<file path="config.mk">
export PLATFORM = sky130hd
export DESIGN_NAME = mdu_unit
export DESIGN_NICKNAME = d
export VERILOG_FILES = /design/src/rtl/mdu_unit_pkg.sv /design/src/rtl/mdu_divider.sv /design/src/rtl/mdu_unit.sv
export SDC_FILE = /design/constraint.sdc
export NUM_CORES = 2
export LEC_CHECK = 0
export BUFFER_PORTS_ARGS = -buffer_cell sky130_fd_sc_hd__buf_2
export CORE_MARGIN = 2
export CORE_UTILIZATION = 60
export DETAILED_ROUTE_END_ITERATION = 10
export PLACE_DENSITY = 0.77
export SETUP_SLACK_MARGIN = 0.02
export SLEW_MARGIN = 15
export SYNTH_ARGS = -nofsm -noshare
export SYNTH_HDL_FRONTEND = slang
export SYNTH_SLANG_ARGS = --single-unit
</file>
<file path="constraint.sdc">
create_clock -name clk -period 15.2 [get_ports clk]
set_input_delay 3.04 -clock clk [delete_from_list [all_inputs] [get_ports clk]]
set_output_delay 3.04 -clock clk [all_outputs]
set_load 0.005 [all_outputs]
</file>
<file path="src/rtl/mdu_unit_pkg.sv">
`default_nettype none
// +----------------------------------------------------------------------+
// | mdu_unit_pkg : MDU op-codes, FSM state encoding and a sign helper     |
// | Revision     : 1.0                                                    |
// +----------------------------------------------------------------------+
package mdu_unit_pkg;

    localparam int MDU_W = 32;

    // Shared with the decoder; codes 10-15 decode as no operation.
    typedef enum logic [3:0] {
        MDU_OP_NONE  = 4'd0,
        MDU_OP_DIV   = 4'd1,
        MDU_OP_DIVU  = 4'd2,
        MDU_OP_MUL   = 4'd3,
        MDU_OP_MULT  = 4'd4,
        MDU_OP_MULTU = 4'd5,
        MDU_OP_MFHI  = 4'd6,
        MDU_OP_MFLO  = 4'd7,
        MDU_OP_MTHI  = 4'd8,
        MDU_OP_MTLO  = 4'd9
    } mdu_op_e;

    typedef enum logic [2:0] {
        ST_IDLE = 3'd0,
        ST_MUL  = 3'd1,
        ST_DIV  = 3'd2,
        ST_FIX  = 3'd3,
        ST_DONE = 3'd4
    } mdu_state_e;

    function automatic logic [MDU_W-1:0] cond_neg(input logic [MDU_W-1:0] v,
                                                   input logic neg);
        return neg ? (~v + {{(MDU_W-1){1'b0}}, 1'b1}) : v;
    endfunction

endpackage
`default_nettype wire

</file>
<file path="src/rtl/mdu_divider.sv">
`default_nettype none
// +----------------------------------------------------------------------+
// | mdu_divider : unsigned restoring divider, one quotient bit per cycle  |
// | Revision    : 1.0                                                     |
// +----------------------------------------------------------------------+
module mdu_divider #(
    parameter int DATA_W    = 32,
    parameter int DIV_STEPS = 32
) (
    input  logic              clk,
    input  logic              rst_n,
    input  logic              start,
    input  logic [DATA_W-1:0] dividend,
    input  logic [DATA_W-1:0] divisor,
    output logic              done,
    output logic [DATA_W-1:0] quotient,
    output logic [DATA_W-1:0] remainder
);

    localparam int CNT_W = $clog2(DIV_STEPS + 1);

    logic [DATA_W-1:0] rem_q;
    logic [DATA_W-1:0] quo_q;
    logic [DATA_W-1:0] dsr_q;
    logic [CNT_W-1:0]  count_q;
    logic              done_q;

    logic [DATA_W-1:0] src_rem;
    logic [DATA_W-1:0] src_quo;
    logic [DATA_W-1:0] src_dsr;
    logic [DATA_W:0]   shifted;
    logic [DATA_W:0]   diff;
    logic              ge;
    logic [DATA_W-1:0] next_rem;
    logic [DATA_W-1:0] next_quo;

    // The load cycle already performs the first step, so the last step lands
    // one cycle earlier and the caller sees done right after DIV_STEPS edges.
    always_comb begin
        src_rem  = start ? '0 : rem_q;
        src_quo  = start ? dividend : quo_q;
        src_dsr  = start ? divisor : dsr_q;
        shifted  = {src_rem, src_quo[DATA_W-1]};
        diff     = shifted - {1'b0, src_dsr};
        ge       = (shifted >= {1'b0, src_dsr});
        next_rem = ge ? diff[DATA_W-1:0] : shifted[DATA_W-1:0];
        next_quo = {src_quo[DATA_W-2:0], ge};
    end

    always_ff @(posedge clk) begin
        if (!rst_n) begin
            rem_q   <= '0;
            quo_q   <= '0;
            dsr_q   <= '0;
            count_q <= '0;
            done_q  <= 1'b0;
        end else if (start) begin
            rem_q   <= next_rem;
            quo_q   <= next_quo;
            dsr_q   <= divisor;
            count_q <= CNT_W'(DIV_STEPS - 1);
            done_q  <= (DIV_STEPS == 1);
        end else if (count_q != '0) begin
            rem_q   <= next_rem;
            quo_q   <= next_quo;
            count_q <= count_q - 1'b1;
            done_q  <= (count_q == CNT_W'(1));
        end
    end

    assign done      = done_q;
    assign quotient  = quo_q;
    assign remainder = rem_q;

endmodule
`default_nettype wire

</file>
<file path="src/rtl/mdu_unit.sv">
`default_nettype none
// +----------------------------------------------------------------------+
// | mdu_unit : EX-stage multiply/divide unit owning the HI/LO registers   |
// | Revision : 1.0                                                        |
// +----------------------------------------------------------------------+
module mdu_unit
    import mdu_unit_pkg::*;
#(
    parameter int DATA_W    = 32,
    parameter int DIV_STEPS = 32
) (
    input  logic              clk,
    input  logic              rst_n,
    input  logic [3:0]        mdu_op_i,
    input  logic [DATA_W-1:0] rs_i,
    input  logic [DATA_W-1:0] rt_i,
    input  logic              stall_i,
    input  logic              flush_i,
    output logic              busy_o,
    output logic [DATA_W-1:0] result_o,
    output logic [DATA_W-1:0] hi_o,
    output logic [DATA_W-1:0] lo_o
);

    mdu_state_e        state;
    mdu_op_e           op_q;
    logic [DATA_W-1:0] a_q;
    logic [DATA_W-1:0] b_q;
    logic [DATA_W-1:0] hi_q;
    logic [DATA_W-1:0] lo_q;
    logic [DATA_W-1:0] res_q;

    mdu_op_e           op_in;
    logic              is_start;
    logic              is_div_in;
    logic              accept;
    logic              div_start;
    logic              div_signed_in;
    logic [DATA_W-1:0] dvd_mag;
    logic [DATA_W-1:0] dvs_mag;
    logic              div_done;
    logic [DATA_W-1:0] div_quo;
    logic [DATA_W-1:0] div_rem;

    logic              mul_signed;
    logic [2*DATA_W-1:0] a_ext;
    logic [2*DATA_W-1:0] b_ext;
    logic [2*DATA_W-1:0] prod;

    logic              neg_q;
    logic              neg_r;
    logic [DATA_W-1:0] q_fix;
    logic [DATA_W-1:0] r_fix;

    assign op_in     = mdu_op_e'(mdu_op_i);
    assign is_start  = (op_in inside {MDU_OP_DIV, MDU_OP_DIVU, MDU_OP_MUL,
                                      MDU_OP_MULT, MDU_OP_MULTU});
    assign is_div_in = (op_in == MDU_OP_DIV) || (op_in == MDU_OP_DIVU);
    assign accept    = (state == ST_IDLE) && is_start && !flush_i;
    assign busy_o    = accept || (state inside {ST_MUL, ST_DIV, ST_FIX});

    // The divider sees magnitudes straight from the ports so it can start in
    // the accept cycle; signs are restored from the latched operands in FIX.
    assign div_start     = accept && is_div_in;
    assign div_signed_in = (op_in == MDU_OP_DIV);
    assign dvd_mag       = cond_neg(rs_i, div_signed_in && rs_i[DATA_W-1]);
    assign dvs_mag       = cond_neg(rt_i, div_signed_in && rt_i[DATA_W-1]);

    mdu_divider #(
        .DATA_W    (DATA_W),
        .DIV_STEPS (DIV_STEPS)
    ) u_divider (
        .clk       (clk),
        .rst_n     (rst_n),
        .start     (div_start),
        .dividend  (dvd_mag),
        .divisor   (dvs_mag),
        .done      (div_done),
        .quotient  (div_quo),
        .remainder (div_rem)
    );

    assign mul_signed = (op_q != MDU_OP_MULTU);
    assign a_ext      = {{DATA_W{mul_signed & a_q[DATA_W-1]}}, a_q};
    assign b_ext      = {{DATA_W{mul_signed & b_q[DATA_W-1]}}, b_q};
    assign prod       = a_ext * b_ext;

    // 0x80000000 / -1 falls out naturally: both signs negative, so the
    // quotient magnitude 0x80000000 is kept as-is and the remainder is 0.
    always_comb begin
        neg_q = (op_q == MDU_OP_DIV) && (a_q[DATA_W-1] ^ b_q[DATA_W-1]);
        neg_r = (op_q == MDU_OP_DIV) && a_q[DATA_W-1];
        q_fix = cond_neg(div_quo, neg_q);
        r_fix = cond_neg(div_rem, neg_r);
        if (b_q == '0) begin
            q_fix = '1;
            r_fix = a_q;
        end
    end

    always_ff @(posedge clk) begin
        if (!rst_n) begin
            state <= ST_IDLE;
            op_q  <= MDU_OP_NONE;
            a_q   <= '0;
            b_q   <= '0;
            hi_q  <= '0;
            lo_q  <= '0;
            res_q <= '0;
        end else if (flush_i) begin
            state <= ST_IDLE;
        end else begin
            case (state)
                ST_IDLE: begin
                    if (accept) begin
                        op_q  <= op_in;
                        a_q   <= rs_i;
                        b_q   <= rt_i;
                        state <= is_div_in ? ST_DIV : ST_MUL;
                    end else if (op_in == MDU_OP_MTHI) begin
                        hi_q <= rs_i;
                    end else if (op_in == MDU_OP_MTLO) begin
                        lo_q <= rs_i;
                    end
                end
                ST_MUL: begin
                    if (op_q == MDU_OP_MUL) begin
                        res_q <= prod[DATA_W-1:0];
                    end else begin
                        hi_q <= prod[2*DATA_W-1:DATA_W];
                        lo_q <= prod[DATA_W-1:0];
                    end
                    state <= ST_DONE;
                end
                ST_DIV: begin
                    if (div_done) begin
                        state <= ST_FIX;
                    end
                end
                ST_FIX: begin
                    lo_q  <= q_fix;
                    hi_q  <= r_fix;
                    state <= ST_DONE;
                end
                ST_DONE: begin
                    if (!stall_i) begin
                        state <= ST_IDLE;
                    end
                end
                default: state <= ST_IDLE;
            endcase
        end
    end

    always_comb begin
        result_o = res_q;
        if (op_in == MDU_OP_MFHI) begin
            result_o = hi_q;
        end else if (op_in == MDU_OP_MFLO) begin
            result_o = lo_q;
        end
    end

    assign hi_o = hi_q;
    assign lo_o = lo_q;

endmodule
`default_nettype wire

</file>
# Yosys cells after proc, flatten, opt, wreduce, memory -nomap -nowiden
# Cells that the tools add are included.
[word_totals]
regBits = 270
input_bits = 72
output_inout_bits = 97
elab_cells = 112
[classes]
n_addsub = 6
mul = 1
magnitude_cmp = 1
n_eq_ne = 25
muxes = 32
bitwise_logic = 9
n_reduce_logical = 25
[ops]
columns = ["operator", "count"]
rows = [
  ["2-to-1 mux 32 bit", 23],
  ["case mux 32 bit (3 select lines)", 2],
  ["adder 32 x 1 -> 32 bit (second input constant)", 4],
  ["NOT 32 bit", 4],
  ["multiplier 33 x 33 -> 64 bit", 1],
  ["greater-or-equal comparator 33 x 32 -> 1 bit", 1],
  ["logical NOT 32 bit", 1],
  ["subtractor 32 bit", 1],
  ["equality test 4 x 3 -> 1 bit (second input constant)", 4],
  ["equality test 4 x 2 -> 1 bit (second input constant)", 3],
  ["case mux 3 bit (4 select lines)", 1],
  ["2-to-1 mux 5 bit", 2],
  ["inequality test 2 bit (second input constant)", 5],
  ["2-to-1 mux 3 bit", 3],
  ["AND reduction 3 bit", 3],
  ["equality test 4 x 1 -> 1 bit (second input constant)", 2],
  ["equality test 4 bit (second input constant)", 2],
  ["logical AND 1 bit", 7],
  ["equality test 3 x 2 -> 1 bit (second input constant)", 2],
  ["equality test 6 x 1 -> 1 bit (second input constant)", 1],
  ["inequality test 2 x 1 -> 1 bit (second input constant)", 3],
  ["AND reduction 6 bit", 1],
  ["nonzero test 3 bit", 2],
  ["nonzero test 6 bit", 1],
  ["other kinds (15)", 20],
]

# Longest topological paths before layout
[logic_depth]
depth_word = 10
ltp_mapped = 33
ltp_nobuf = 31

# Cells and area by module
# From an unflattened synthesis, not the netlist that was laid out.
[hier_totals]
cells_unflattened = 6570
hier_area_um2 = 55166.7
[by_module_without_submodules]
columns = ["module", "n_inst", "cells_each", "area_per_inst_um2", "seq_area_each_um2"]
rows = [
  ["mdu_unit", 1, 5745, 48751.8, 3343.2],
  ["mdu_divider", 1, 825, 6414.9, 2062.0],
]

# Least setup slack after synthesis
# Ideal clock, no wire load.
[synth_path]
kind = "register -> register"
startpoint = "register a_q[31]"
endpoint = "register hi_q[29] (netlist: hi_o[29])"
setup_ns = 0.122
t_arrival_ns = 8.123
required_time_ns = 15.078
setup_slack_ns = 6.955
stages_incl_launch_ff = 32
path_buffers = 3
synth_period_minus_slack_ns = 8.245
cell_sequence = "dfxtp_1 > clkbuf_1 > and2_1 > clkbuf_1 > nand2_1 > inv_1 > fa_1 > inv_1 > fa_1 > inv_1 > fa_1 > fa_1 > inv_1 > fa_1 > inv_1 > fa_1 > inv_1 > fa_1 > fa_1 > inv_1 > ha_1 > clkbuf_1 > and3_1 > and3_1 > nand2_1 > a21oi_1 > a21oi_1 > a211oi_1 > nor4_1 > o31ai_1 > mux2i_1 > a21oi_1"
[synth_between]
elab_chain_len = 4
word_cells_on_any_way = 7
classes_between = "mul: 1; mux: 4; bitwise: 1; reduce/logical: 1"
[synth_rtl]
columns = ["item", "line_no", "rtl"]
rows = [
  ["from (decl)", "mdu_unit.sv:27", "logic [DATA_W-1:0] a_q;"],
  ["from (signal assigned)", "mdu_unit.sv:117", "a_q <= rs_i;"],
  ["bitwise AND 1 bit / logical AND 1 bit (equally long branches)", "mdu_unit.sv:84, mdu_unit.sv:92", ""],
  ["multiplier 33 x 33 -> 64 bit / 2-to-1 mux 32 bit (equally long branches)", "mdu_unit.sv:86, mdu_unit_pkg.sv:34", ""],
  ["2-to-1 mux 32 bit, on equally long branches", "mdu_unit.sv:127, mdu_unit.sv:95", ""],
  ["case mux 32 bit (3 select lines) (*)", "mdu_unit.sv:113", "case (state)"],
  ["to (signal assigned)", "mdu_unit.sv:121", "hi_q <= rs_i;"],
  ["to (signal assigned)", "mdu_unit.sv:130", "hi_q <= prod[2*DATA_W-1:DATA_W];"],
  ["to (signal assigned)", "mdu_unit.sv:142", "hi_q <= r_fix;"],
  ["to (decl)", "mdu_unit.sv:29", "logic [DATA_W-1:0] hi_q;"],
]
# Every way passes the cells marked *; elsewhere a longest branch is shown, timed or not. The select of a mux whose other input is x is not followed.
# A chain may end at the register's enable or synchronous reset.

# Worst setup path in the final report
[layout_path]
startpoint = "register op_q[3]"
endpoint = "register hi_q[29] (netlist: hi_o[29])"
[layout_between]
elab_chain_len = 5
word_cells_on_any_way = 13
classes_between = "mul: 1; eq/ne: 4; mux: 4; bitwise: 2; reduce/logical: 2"
[layout_rtl]
columns = ["item", "line_no", "rtl"]
rows = [
  ["from (decl)", "mdu_unit.sv:26", "mdu_op_e op_q;"],
  ["from (signal assigned)", "mdu_unit.sv:116", "op_q <= op_in;"],
  ["inequality test 4 x 3 -> 1 bit / equality test 4 x 1 -> 1 bit (equally long branches)", "mdu_unit.sv:83, mdu_unit.sv:92", ""],
  ["bitwise AND 1 bit, or another cell as far along", "mdu_unit.sv:84", "assign a_ext = {{DATA_W{mul_signed & a_q[DATA_W-1]}}, a_q};"],
  ["multiplier 33 x 33 -> 64 bit / 2-to-1 mux 32 bit (equally long branches)", "mdu_unit.sv:86, mdu_unit_pkg.sv:34", ""],
  ["2-to-1 mux 32 bit, on equally long branches", "mdu_unit.sv:127, mdu_unit.sv:95", ""],
  ["case mux 32 bit (3 select lines)", "mdu_unit.sv:113", ""],
]
# Parallel ways exist; a longest one is shown, timed or not. The select of a mux whose other input is x is not followed.

==> summary.txt <==
Timing
  • Final Hold Fails: 0
  • Slew @ Worst Pin: 1200 ps
  • Tcrit/Tclk final: 63.1%
  • Final setup viols: 0
  • RSZ-0062 raised after global routing: false
  • Worst Skew: 29.7 ps
  • Setup TNS: 0 ps
  • Fmax: 104 MHz
  • Rel. slew slack: 19.7%
  • Max-slew violations: 0
  • Min Hold Slack: 454 ps
  • Crit path time final: 9590 ps

Global routing
  • First-pass GRT wire length: around 260000 um
  • Gr ovfl total: 0
  • Vias in the first global route: 46900
  • Initial antenna violation count: 2
  • Largest net degree at the start of global routing: 100
  • Total track usage: between 30% and 40%

Synth
  • Total nets after synthesis: 7957
  • Synth Flop Type: dfxtp_1
  • Yosys warnings: 0
  • Sequential area share after synthesis: 9.92%
  • Post-synth EDFFs: 0
  • Asr flop ratio synth: 0%
  • Netlist Area Pre-Place: 54500 um^2
  • Top-count cell post-synth: nand2_1
  • Post-synthesis simple-gate area fraction: 17.3%
  • Synth unique cells: 77
  • Synth area leader: fa_1
  • #FFs+latches synth: 270
  • Synth top area share: 41.4%
  • Top cells by area, synth: fa_1 (41%), dfxtp_1 (9.9%), nand2_1 (8.0%), inv_1 (8.0%), ha_1 (5.8%)
  • Avg Synthesized Cell Area: 8.37 um^2
  • Post-synthesis xor/xnor area fraction: 3.30%
  • Multiplexer share of the synthesized area: 0.852%
  • Adder-cell area share of the yosys netlist: 47.2%
  • Cells after synthesis: ~6500
  • Post-synthesis compound-gate area fraction: 10.4%
  • Leading cell types by count after synthesis: nand2_1 (1165), inv_1 (1162), fa_1 (1126)
  • Largest family of logic cells by synthesized area: adder cells

Routing
  • Drt total wl: 167000 um
  • DR DRC count: 0
  • Via Count: 45600
  • DR vias/cell: 6.03
  • Number of routed nets with antenna violations: 0
  • Drt first pass iters: 6
  • DRT iter0 DRCs: 4054
  • Routed len/inst: 22.0 um

Floorplanning
  • Ports: 169
  • Die Area: 93200 um^2
  • Core Region: around 90000 um^2
  • Die X: 305 um
  • Initial Util: about three fifths
  • Die height: 305 um
  • Std cell rows: between 100 and 150

Clock tree
  • Skew-Pair Late Insertion Delay: 530 ps
  • CTS max path bufs: 3
  • Clock Sinks: 270
  • TritonCTS Buffers: 34
  • Post CTS Setup Buffer Count: 0
  • CTS-repair resized insts: 0
  • H-tree depth: 2
  • Root Buffer: clkbuf_16
  • CTS Hold Buffers Added: 0
  • CTS tree: built
  • Clock slew seen by the registers of the worst setup and hold paths: roughly 60 ps

Setup path
  • Crit path max-delay cell type: fa_1
  • CP Launch Type: flop
  • CP dominant cell by count: fa_1
  • Max incr delay on CP: 860 ps
  • WP data required: 15620 ps
  • Crit path DAT: 10000 ps
  • Maximum net fanout on the critical path: 22
  • Setup CP Type: reg -> reg
  • Critical Path End Type: flop

Placement
  • PortBufs: roughly 170
  • Post-DP Area: 55900 um^2
  • Hpwl dp: 130000 um
  • GPL Wtd Cong: 1.03

Final layout
  • # nets final: 7821
  • Final core occ: around 63%
  • Area grow syn2layout: 4.61%
  • Fillers: a little under 8000
  • Layout cell share with drive strength beyond 1: ~5.5%
  • Layout Cell Area excl Fill: approximately 57000 um^2

Power and ir drop
  • Internal power: 0.00182 W
  • Max VDD drop: 0.205 mV
  • Switch share: 44.8%
  • Clock power frac: between 20% and 30%
  • Switching power: 0.00147 W
  • Comb power frac: 48.8%
  • Power per cell area: 57.8 nW/um^2
  • Seq pwr share: 26.6%
  • Leak: 25.0 nW

Min path
  • Hold WC Path Type: reg -> reg

Run
  • # Max-Cap Violations: 0

Outcome
  • Status: complete, no violations
==> per-stage QoR <==
step	setup slack (ps)	power, W	std cells
final	5610	0.00329	7573
after floorplan	6960	0.00197	6507
after global routing	5010	0.00347	7569
after CTS	5700	0.00325	7568
after detailed placement	5630	0.00245	7511
after global placement	5730	0.00243	7511
==> metal layers <==
layer | GRT usage (%) | routed length [um] | vias up
li1 | - | - | 19700
met1 | 47.8 | 62500 | 23100
met2 | 58.9 | 78300 | 2294
met3 | 5.08 | 15200 | 513
met4 | 19.6 | 10800 | 0
met5 | 0 | 0 | -
==> flip-flops by register name (all words and copies together) (netlist names) <==
name                 count
u_divider.dsr_q         32
u_divider.done           1
lo_o                    32
u_divider.remainder     32
u_divider.count_q        6
u_divider.quotient      32
a_q                     32
state                    3
op_q                     4
res_q                   32
b_q                     32
hi_o                    32
==> worst max-delay path: cells and delay by family, from the launching register on <==
| family | cells | cell delay [ps] |
|---|---|---|
| AND/OR/NAND/NOR | 9 | 1730 |
| AO/OA/AOI/OAI | 5 | 1090 |
| multiplexers | 1 | 230 |
| flip-flops | 1 | 320 |
| buffers and inverters | 8 | 1340 |
| adder cells (fa/ha/maj) | 9 | 4730 |
==> final cells by class <==
| class | instances | area, um^2 | share of cell area, % |
|---|---|---|---|
| repair buffers | 263 | 1550 | 2.73 |
| well taps | 1176 | 1470 | 2.58 |
| inverters | 1164 | 4370 | 7.67 |
| clock inverters | 6 | 91.3 | 0.160 |
| multi-input cells | 4638 | 43100 | 75.6 |
| clock buffers | 51 | 985 | 1.73 |
| diodes | 5 | 12.5 | 0.0220 |
| flip-flops and latches | 270 | 5410 | 9.50 |
==> power groups by stage <==
stage | clock network [W] | logic, W | registers (W)
6_report | 0.000809 | 0.00161 | 0.000877
2_1_floorplan | 0 | 0.00114 | 0.000828
5_1_grt | 0.000838 | 0.00175 | 0.000879
3_5_place_dp | 0 | 0.00156 | 0.000885
3_3_place_gp | 0 | 0.00155 | 0.000886
4_1_cts | 0.000809 | 0.00157 | 0.000870
==> logic make-up (layout without fill, tap and decap cells) <==
logic type               count (synthesis)  count (layout)
AO/OA/AOI/OAI                          930             930
XOR/XNOR                               205             205
flip-flops                             270             270
other                                    0               5
multiplexers                            46              46
AND/OR/NAND/NOR                       2079            2079
adder cells (fa/ha/maj)               1378            1378
buffers and inverters                 1599            1484
==> path summary, 6_finish.rpt <==
check / startpoint / slack, ps / depth (start not counted) / endpoint
max: op_q[3]$_SDFFE_PN0P_ / 5610 / 32 / hi_o[29]$_SDFFE_PN0P_
min: a_q[28]$_SDFFE_PN0P_ / 450 / 2 / a_q[28]$_SDFFE_PN0P_
max reg2reg: op_q[3]$_SDFFE_PN0P_ / 5610 / 32 / hi_o[29]$_SDFFE_PN0P_
min reg2reg: a_q[28]$_SDFFE_PN0P_ / 450 / 2 / a_q[28]$_SDFFE_PN0P_
==> cell usage in the layout, fill, tap and decap left out, drive strengths merged, types with 7 or more instances in the layout <==
master     n
nand2   1165
inv     1164
fa      1126
and2     373
a21oi    363
dfxtp    270
buf      263
nor2     262
ha       252
o21ai    218
xnor2    121
xor2      84
clkbuf    51
nor3      48
mux2i     43
a311oi    43
a21o      39
and3      38
nand3     32
nor4      32
a31oi     32
o211ai    30
o31ai     30
or3       30
o21a      23
a211oi    23
o21bai    20
nand4     19
or4       17
o221ai    17
nand2b    16
nor2b     15
a221oi    14
or2       13
o41ai     12
o22ai     10
a211o      7
No activity file was read; power rests on OpenSTA's default activity.
